`src/rtl/id_hazard_ctrl_pkg.sv`:
```
// Shared decode constants and register-usage decode for the
// decode-stage issue controller.
package id_hazard_ctrl_pkg;

    localparam logic [5:0] OP_R    = 6'd0;
    localparam logic [5:0] OP_ADDI = 6'd8;
    localparam logic [5:0] OP_LW   = 6'd35;
    localparam logic [5:0] OP_SW   = 6'd43;
    localparam logic [5:0] OP_BEQ  = 6'd4;
    localparam logic [5:0] OP_BNE  = 6'd5;
    localparam logic [5:0] OP_J    = 6'd2;
    localparam logic [5:0] OP_LWC1 = 6'd49;
    localparam logic [5:0] OP_SWC1 = 6'd57;
    localparam logic [5:0] OP_FPR  = 6'd17;

    localparam logic [5:0] FN_ADD_S = 6'd0;
    localparam logic [5:0] FN_MUL_S = 6'd2;

    typedef enum logic {
        IDLE,
        MUL_BUSY
    } mul_state_e;

    // src_int: [0]=rs [1]=rt ; src_fp: [0]=fs [1]=ft
    typedef struct packed {
        logic [1:0] src_int;
        logic [1:0] src_fp;
        logic [4:0] dst;
        logic       dst_fp;
        logic       dst_v;
    } reg_use_t;

    function automatic reg_use_t decode_use(input logic [31:0] instr);
        reg_use_t   u;
        logic [5:0] op;
        op = instr[31:26];
        u  = '0;
        unique case (1'b1)
            (op == OP_R): begin
                u.src_int = 2'b11;
                u.dst     = instr[15:11];
                u.dst_v   = 1'b1;
            end
            (op == OP_SW), (op == OP_BEQ), (op == OP_BNE): begin
                u.src_int = 2'b11;
            end
            (op == OP_ADDI), (op == OP_LW): begin
                u.src_int = 2'b01;
                u.dst     = instr[20:16];
                u.dst_v   = 1'b1;
            end
            (op == OP_LWC1): begin
                u.src_int = 2'b01;
                u.dst     = instr[20:16];
                u.dst_fp  = 1'b1;
                u.dst_v   = 1'b1;
            end
            (op == OP_SWC1): begin
                u.src_int = 2'b01;
                u.src_fp  = 2'b10;
            end
            (op == OP_FPR): begin
                u.src_fp = 2'b11;
                u.dst    = instr[10:6];
                u.dst_fp = 1'b1;
                u.dst_v  = 1'b1;
            end
            default: u = '0;
        endcase
        // int $0 is hardwired, so writing it never creates a hazard
        if (!u.dst_fp && (u.dst == 5'd0)) begin
            u.dst_v = 1'b0;
        end
        return u;
    endfunction

endpackage

```
`src/rtl/id_hazard_ctrl_if.sv`:
```
// F/D issue-control bundle between decode and the hazard
// controller.
interface id_hazard_ctrl_if #(
    parameter int CNT_W = 16
);
    logic [31:0]      instr_fd;
    logic             valid_fd;
    logic             branch_taken;
    logic             jump_dx;
    logic             stall_fd;
    logic             bubble_dx;
    logic             flush_fd;
    logic             mul_busy;
    logic [CNT_W-1:0] stall_cycles;

    modport master (
        output instr_fd, valid_fd, branch_taken, jump_dx,
        input  stall_fd, bubble_dx, flush_fd, mul_busy,
        input  stall_cycles
    );

    modport slave (
        input  instr_fd, valid_fd, branch_taken, jump_dx,
        output stall_fd, bubble_dx, flush_fd, mul_busy,
        output stall_cycles
    );
endinterface

```
`src/rtl/id_reg_use_dec.sv`:
```
// Combinational field and register-usage decode of the F/D
// instruction.
module id_reg_use_dec
    import id_hazard_ctrl_pkg::*;
(
    input  logic [31:0] instr,
    output logic [4:0]  rs,
    output logic [4:0]  rt,
    output logic [4:0]  rd,
    output reg_use_t    use_r,
    output logic        is_load,
    output logic        is_fpr,
    output logic        is_mul
);

    logic [5:0] op;

    assign op      = instr[31:26];
    assign rs      = instr[25:21];
    assign rt      = instr[20:16];
    assign rd      = instr[15:11];
    assign use_r   = decode_use(instr);
    assign is_load = (op == OP_LW) | (op == OP_LWC1);
    assign is_fpr  = (op == OP_FPR);
    assign is_mul  = is_fpr & (instr[5:0] == FN_MUL_S);

endmodule

```
`src/rtl/id_hazard_ctrl.sv`:
```
// Decode-stage issue controller: load-use and MUL.S hazards,
// flush priority and a saturating stall counter.
module id_hazard_ctrl
    import id_hazard_ctrl_pkg::*;
#(
    parameter int MUL_LAT = 4,
    parameter int CNT_W   = 16
) (
    input logic             clk,
    input logic             rstn,
    id_hazard_ctrl_if.slave hz
);

    localparam logic [3:0] MUL_INIT = 4'(MUL_LAT - 1);

    logic [4:0] rs, rt, fs;
    reg_use_t   use_fd;
    logic       is_load, is_fpr, is_mul;

    mul_state_e state, state_nxt;
    logic [3:0] mul_cnt, mul_cnt_nxt;
    logic [4:0] mul_dst, mul_dst_nxt;
    logic       ld_v, ld_fp;
    logic [4:0] ld_dst;
    logic [CNT_W-1:0] stall_cnt;

    logic ld_rd_int, ld_rd_fp, ld_hz;
    logic mul_rd, mul_wr, mul_hz;
    logic flush, stall, issue;

    id_reg_use_dec u_dec (
        .instr   (hz.instr_fd),
        .rs      (rs),
        .rt      (rt),
        .rd      (fs),
        .use_r   (use_fd),
        .is_load (is_load),
        .is_fpr  (is_fpr),
        .is_mul  (is_mul)
    );

    assign ld_rd_int = (use_fd.src_int[0] & (rs == ld_dst))
                     | (use_fd.src_int[1] & (rt == ld_dst));
    assign ld_rd_fp  = (use_fd.src_fp[0] & (fs == ld_dst))
                     | (use_fd.src_fp[1] & (rt == ld_dst));
    assign ld_hz     = ld_v & (ld_fp ? ld_rd_fp : ld_rd_int);

    assign mul_rd = (use_fd.src_fp[0] & (fs == mul_dst))
                  | (use_fd.src_fp[1] & (rt == mul_dst));
    assign mul_wr = use_fd.dst_v & use_fd.dst_fp
                  & (use_fd.dst == mul_dst);
    assign mul_hz = (state == MUL_BUSY)
                  & (is_fpr | mul_rd | mul_wr);

    assign flush = hz.branch_taken | hz.jump_dx;
    assign stall = hz.valid_fd & (ld_hz | mul_hz) & ~flush;
    assign issue = hz.valid_fd & ~stall & ~flush;

    assign hz.stall_fd     = stall;
    assign hz.flush_fd     = flush;
    assign hz.bubble_dx    = stall | flush;
    assign hz.mul_busy     = (state == MUL_BUSY);
    assign hz.stall_cycles = stall_cnt;

    // MUL.S tracking: next state, countdown and destination latch
    always_comb begin
        state_nxt   = state;
        mul_cnt_nxt = mul_cnt;
        mul_dst_nxt = mul_dst;
        unique case (state)
            IDLE: begin
                if (issue && is_mul) begin
                    state_nxt   = MUL_BUSY;
                    mul_cnt_nxt = MUL_INIT;
                    mul_dst_nxt = use_fd.dst;
                end
            end
            MUL_BUSY: begin
                mul_cnt_nxt = mul_cnt - 4'd1;
                if (mul_cnt == 4'd1) begin
                    state_nxt = IDLE;
                end
            end
            default: state_nxt = IDLE;
        endcase
    end

    // MUL FSM register
    always_ff @(posedge clk or negedge rstn) begin
        if (!rstn) begin
            state   <= IDLE;
            mul_cnt <= 4'd0;
            mul_dst <= 5'd0;
        end else begin
            state   <= state_nxt;
            mul_cnt <= mul_cnt_nxt;
            mul_dst <= mul_dst_nxt;
        end
    end

    // last-issued load; cleared by any cycle that does not issue
    always_ff @(posedge clk or negedge rstn) begin
        if (!rstn) begin
            ld_v   <= 1'b0;
            ld_fp  <= 1'b0;
            ld_dst <= 5'd0;
        end else if (issue) begin
            ld_v   <= is_load & use_fd.dst_v;
            ld_fp  <= use_fd.dst_fp;
            ld_dst <= use_fd.dst;
        end else begin
            ld_v <= 1'b0;
        end
    end

    // saturating count of stalled cycles
    always_ff @(posedge clk or negedge rstn) begin
        if (!rstn) begin
            stall_cnt <= '0;
        end else if (stall && !(&stall_cnt)) begin
            stall_cnt <= stall_cnt + 1'b1;
        end
    end

endmodule

```
`src/flat_wrapper.sv`:
```
// flat-port wrapper written by rule: the top's interface ports become plain ports
module id_hazard_ctrl_flat import id_hazard_ctrl_pkg::*;
#(
    parameter int MUL_LAT = 4,
    parameter int CNT_W   = 16
)
  (clk, rstn, hz_instr_fd, hz_valid_fd, hz_branch_taken, hz_jump_dx, hz_stall_fd, hz_bubble_dx, hz_flush_fd, hz_mul_busy, hz_stall_cycles);
  id_hazard_ctrl_if #(.CNT_W(CNT_W)) hz_i ();
  input logic clk;
  input logic rstn;
  input wire logic [$bits(hz_i.instr_fd)-1:0] hz_instr_fd;
  input wire logic [$bits(hz_i.valid_fd)-1:0] hz_valid_fd;
  input wire logic [$bits(hz_i.branch_taken)-1:0] hz_branch_taken;
  input wire logic [$bits(hz_i.jump_dx)-1:0] hz_jump_dx;
  output wire logic [$bits(hz_i.stall_fd)-1:0] hz_stall_fd;
  output wire logic [$bits(hz_i.bubble_dx)-1:0] hz_bubble_dx;
  output wire logic [$bits(hz_i.flush_fd)-1:0] hz_flush_fd;
  output wire logic [$bits(hz_i.mul_busy)-1:0] hz_mul_busy;
  output wire logic [$bits(hz_i.stall_cycles)-1:0] hz_stall_cycles;
  assign hz_i.instr_fd = hz_instr_fd;
  assign hz_i.valid_fd = hz_valid_fd;
  assign hz_i.branch_taken = hz_branch_taken;
  assign hz_i.jump_dx = hz_jump_dx;
  assign hz_stall_fd = hz_i.stall_fd;
  assign hz_bubble_dx = hz_i.bubble_dx;
  assign hz_flush_fd = hz_i.flush_fd;
  assign hz_mul_busy = hz_i.mul_busy;
  assign hz_stall_cycles = hz_i.stall_cycles;
  id_hazard_ctrl #(.MUL_LAT(MUL_LAT), .CNT_W(CNT_W)) u_core (.clk(clk), .rstn(rstn), .hz(hz_i));
endmodule
```
`config.mk`:
```
export PLATFORM = sky130hd
export DESIGN_NAME = id_hazard_ctrl_flat
export DESIGN_NICKNAME = d
export VERILOG_FILES = /design/src/rtl/id_hazard_ctrl_pkg.sv /design/src/rtl/id_hazard_ctrl_if.sv /design/src/rtl/id_reg_use_dec.sv /design/src/rtl/id_hazard_ctrl.sv /design/src/flat_wrapper.sv
export SDC_FILE = /design/constraint.sdc
export NUM_CORES = 1
export LEC_CHECK = 0
export CORE_MARGIN = 3
export CORE_UTILIZATION = 45
export CTS_CLUSTER_SIZE = 24
export DETAILED_ROUTE_END_ITERATION = 10
export PLACE_DENSITY = 0.8
export SLEW_MARGIN = 15
export SYNTH_ARGS = -nofsm -noshare
export SYNTH_HDL_FRONTEND = slang
export SYNTH_HIERARCHICAL = 1
export SYNTH_SLANG_ARGS = --single-unit
```
`constraint.sdc`:
```
create_clock -name clk -period 3.8 [get_ports clk]
set_clock_uncertainty 0.15 [all_clocks]
set_input_delay 0.38 -clock clk [delete_from_list [all_inputs] [get_ports clk]]
set_output_delay 0.38 -clock clk [all_outputs]
set_load 0.02 [all_outputs]
```
==> impl_metrics.py <==
metrics = {
    "outcome": {
        "outcome": "finished, final reports clean",
    },
    "sta": {
        "fin_crit_ps": 3542,
        "worst_slew_pin_slew_ps": 434.5,
        "finalWorstSetupSlack_ps": 258.1,
        "period_share_pct": 93.21,
        "hold_viol_final": 0,
        "hold_slack_ps": 339.3,
        "setup_viol_count_final": 0,
        "totalNegativeSetupSlack_ps": 0,
        "slew_viol_final": 0,
        "rsz0062_at_grt": "false",
        "maxSlewHeadroom_pct": 70.96,
        "fmax_mhz": 282.3,
    },
    "die": {
        "initial_core_util_pct": 48.59,
        "fp.dieW_microns": 78.82,
        "rows": 25,
        "die_y_microns": 78.82,
        "die-area_sq_mm": 0.006212,
        "core-area_sq_mm": 0.004911,
        "io_pins": 57,
    },
    "worst_setup_path": {
        "arrival_ps": 3010,
        "r2r-end": "u_core/hz.stall_cycles[1]$_DFFE_PN0P_",
        "r2r_slack_ps": 1420,
        "criticalPathCategory": "input pin to output pin",
        "required_ps": 3270,
        "crit_path_start_kind": "input pin",
        "rr_worst_depth": 8,
        "endpoint_kind": "output pin",
        "cp_max_fo": 4,
        "r2r_start": "u_core/mul_dst[1]$_DFFE_PN0P_",
    },
    "placed_design": {
        "portBuffers": 56,
        "place_congestion": 0.8700,
        "dp_hpwl_microns": 4557,
        "dp_slack_ps": -117.9,
    },
    "synth": {
        "synth_edf_count": 0,
        "yosys_warnings": 6,
        "synth_area_per_cell_sq_um": 9.506,
        "syn-cell-area_sq_mm": 0.002386,
        "synthCells": 251,
        "synth_cell_types": 50,
        "ys_ff_latch": 33,
        "synth_nets": 291,
        "yosysSeqAreaShare_pct": 34.61,
        "async_reset_ff_share_pct": 100.0,
        "yosys_most_used_dff": "dfrtp_1",
    },
    "power": {
        "power_density_mw_per_mm2": 238.3,
        "power_leakage_nw": 1.352,
        "totalPowerFinal_mw": 0.7426,
        "peakVddDrop_uv": 228.4,
    },
    "final_layout": {
        "fin_nets": 351,
        "utilization_pct": 63.47,
        "syn2layout_area_growth_pct": 30.62,
        "final.fill_count": 420,
        "multi_input_area_sq_mm": 0.001386,
        "seq_area_sq_um": 825.8,
        "final_common_cell": "clkdlybuf4s50_1",
        "drive_gt1_share_pct": 16.72,
        "antenna_cells": 0,
        "final_cell_mix": "clkdlybuf4s50_1, dfrtp_1, xnor2_1",
    },
    "drt": {
        "vias": 2041,
        "drt-total-wl_microns": 5793,
        "drt-pass1-iter-count": 4,
        "avgRoutedWirePerCell_microns": 15.33,
        "first_iter_violations": 161,
        "viasPerCell": 5.399,
        "route.detailed.drc": 0,
        "ant_nets": 0,
    },
    "grt": {
        "first_global_vias": 2087,
        "grt_first_pass_wirelength_microns": 9873,
        "grt.overflow.total": 0,
        "grt_max_degree": 34,
        "grtUsageTotal_pct": 19.66,
        "antenna_found_initial": 0,
    },
    "worst_hold_path": {
        "hold_end": "u_core/hz.stall_cycles[12]$_DFFE_PN0P_",
        "min_path_cells": 1,
        "hold_path.class": "flip-flop to flip-flop",
        "hold_start": "u_core/hz.stall_cycles[12]$_DFFE_PN0P_",
    },
    "clock_tree": {
        "clockBufferDepth": 2,
        "cts-root-buf": "clkbuf_8",
        "cts_max_level": 2,
        "clk_latency_ps": 270,
        "post-cts-setup-buffers": 0,
        "clkSlewWorstSetupHoldPaths_ps": 60,
        "cts_tree": "yes",
        "cts_num_sinks": 33,
        "cts_hold_buf": 0,
        "cts_buffers": 5,
    },
    "run": {
        "maxCapViolCount": 0,
    },
}
[how the worst max path moves through the flow]
stage / from / endpoint / cells past startpoint
2_1_floorplan: hz_instr_fd[30] / hz_stall_fd / 13
6_report: hz_instr_fd[30] / hz_stall_fd / 13
5_1_grt: hz_instr_fd[30] / hz_bubble_dx / 13
3_5_place_dp: hz_instr_fd[26] / hz_stall_fd / 14
4_1_cts: hz_instr_fd[26] / hz_stall_fd / 14
3_3_place_gp: hz_instr_fd[30] / hz_stall_fd / 13
[Yosys cell counts (all sizes together), types with 4 or more instances]
master	n	area, sq um
dfrtp	33	825.8
xnor2	24	210.2
xor2	20	175.2
nor2	19	78.82
buf	18	140.1
nand2	16	72.57
nand3	14	85.08
nand4	14	87.58
mux2	12	138.9
inv	11	41.29
and3	8	50.05
nor4	7	65.06
o21ai	6	33.78
a21oi	4	20.02
a22oi	4	30.03
nor2b	4	25.02
[cell families after synthesis]
| kind of cell | Yosys count | synth area share [%] |
|---|---|---|
| AO/OA/AOI/OAI | 30 | 9.701 |
| XOR/XNOR | 44 | 16.15 |
| adder cells (fa/ha/maj) | 3 | 1.573 |
| buffers and inverters | 31 | 7.918 |
| flip-flops | 33 | 34.61 |
| multiplexers | 13 | 6.240 |
| AND/OR/NAND/NOR | 97 | 23.81 |
[per-layer routing]
layer / up-vias / GRT usage, % / part of all wire, %
met1: 988 / 26.95 / 46
met4: 0 / 4.983 / 0.88
met2: 53 / 31.92 / 48
met3: 4 / 3.968 / 5.2
met5: - / 0 / 0
li1: 996 / - / -
[through the flow]
stage / instances / instance area, sq um
floorplan: 251 / 2386
global placement: 371 / 3010
detailed placement: 371 / 3010
CTS: 378 / 3097
global route: 378 / 3117
finish: 378 / 3117
[repair_timing]
item,4_1_cts,5_1_grt
setup endpoints to repair,2,2
pin swaps,0,1
cloned,0,0
resized for setup,0,4
[layout make-up]
class                           count  area share, %
Timing Repair Buffer               73          22.24
Tap cell                           67          2.690
Clock buffer                        7          2.770
Inverter                           11          1.325
Multi-Input combinational cell    187          44.48
Sequential cell                    33          26.50
[power breakdown]
part	total, mW	leakage, nW	internal (mW)	switching [mW]
registers	0.362	0.440	0.356	0.00623
logic	0.126	0.868	0.0681	0.0580
clock network	0.254	0.0443	0.143	0.111
total	0.743	1.35	0.568	0.175
[worst max-delay path, cell delays in order]
cell and delay [ps]:
clkdlybuf4s50_1 520, xor2_1 230, nand2_2 100, o21ai_2 70, a222oi_1 380, inv_1 130, xor2_1 170, nor4_2 250
nand4_1 120, a31o_2 250, nand2_4 80, and2_1 110, dlymetal6s2s_1 220
[state kept, by name, summed over array words and instances, names as in the netlist]
name,cells
u_core/hz.mul_busy,1
u_core/hz.stall_cycles,16
u_core/mul_cnt,4
u_core/mul_dst,5
u_core/ld_dst,5
u_core/ld_v,1
u_core/ld_fp,1
(Power assumes the default switching activity.)
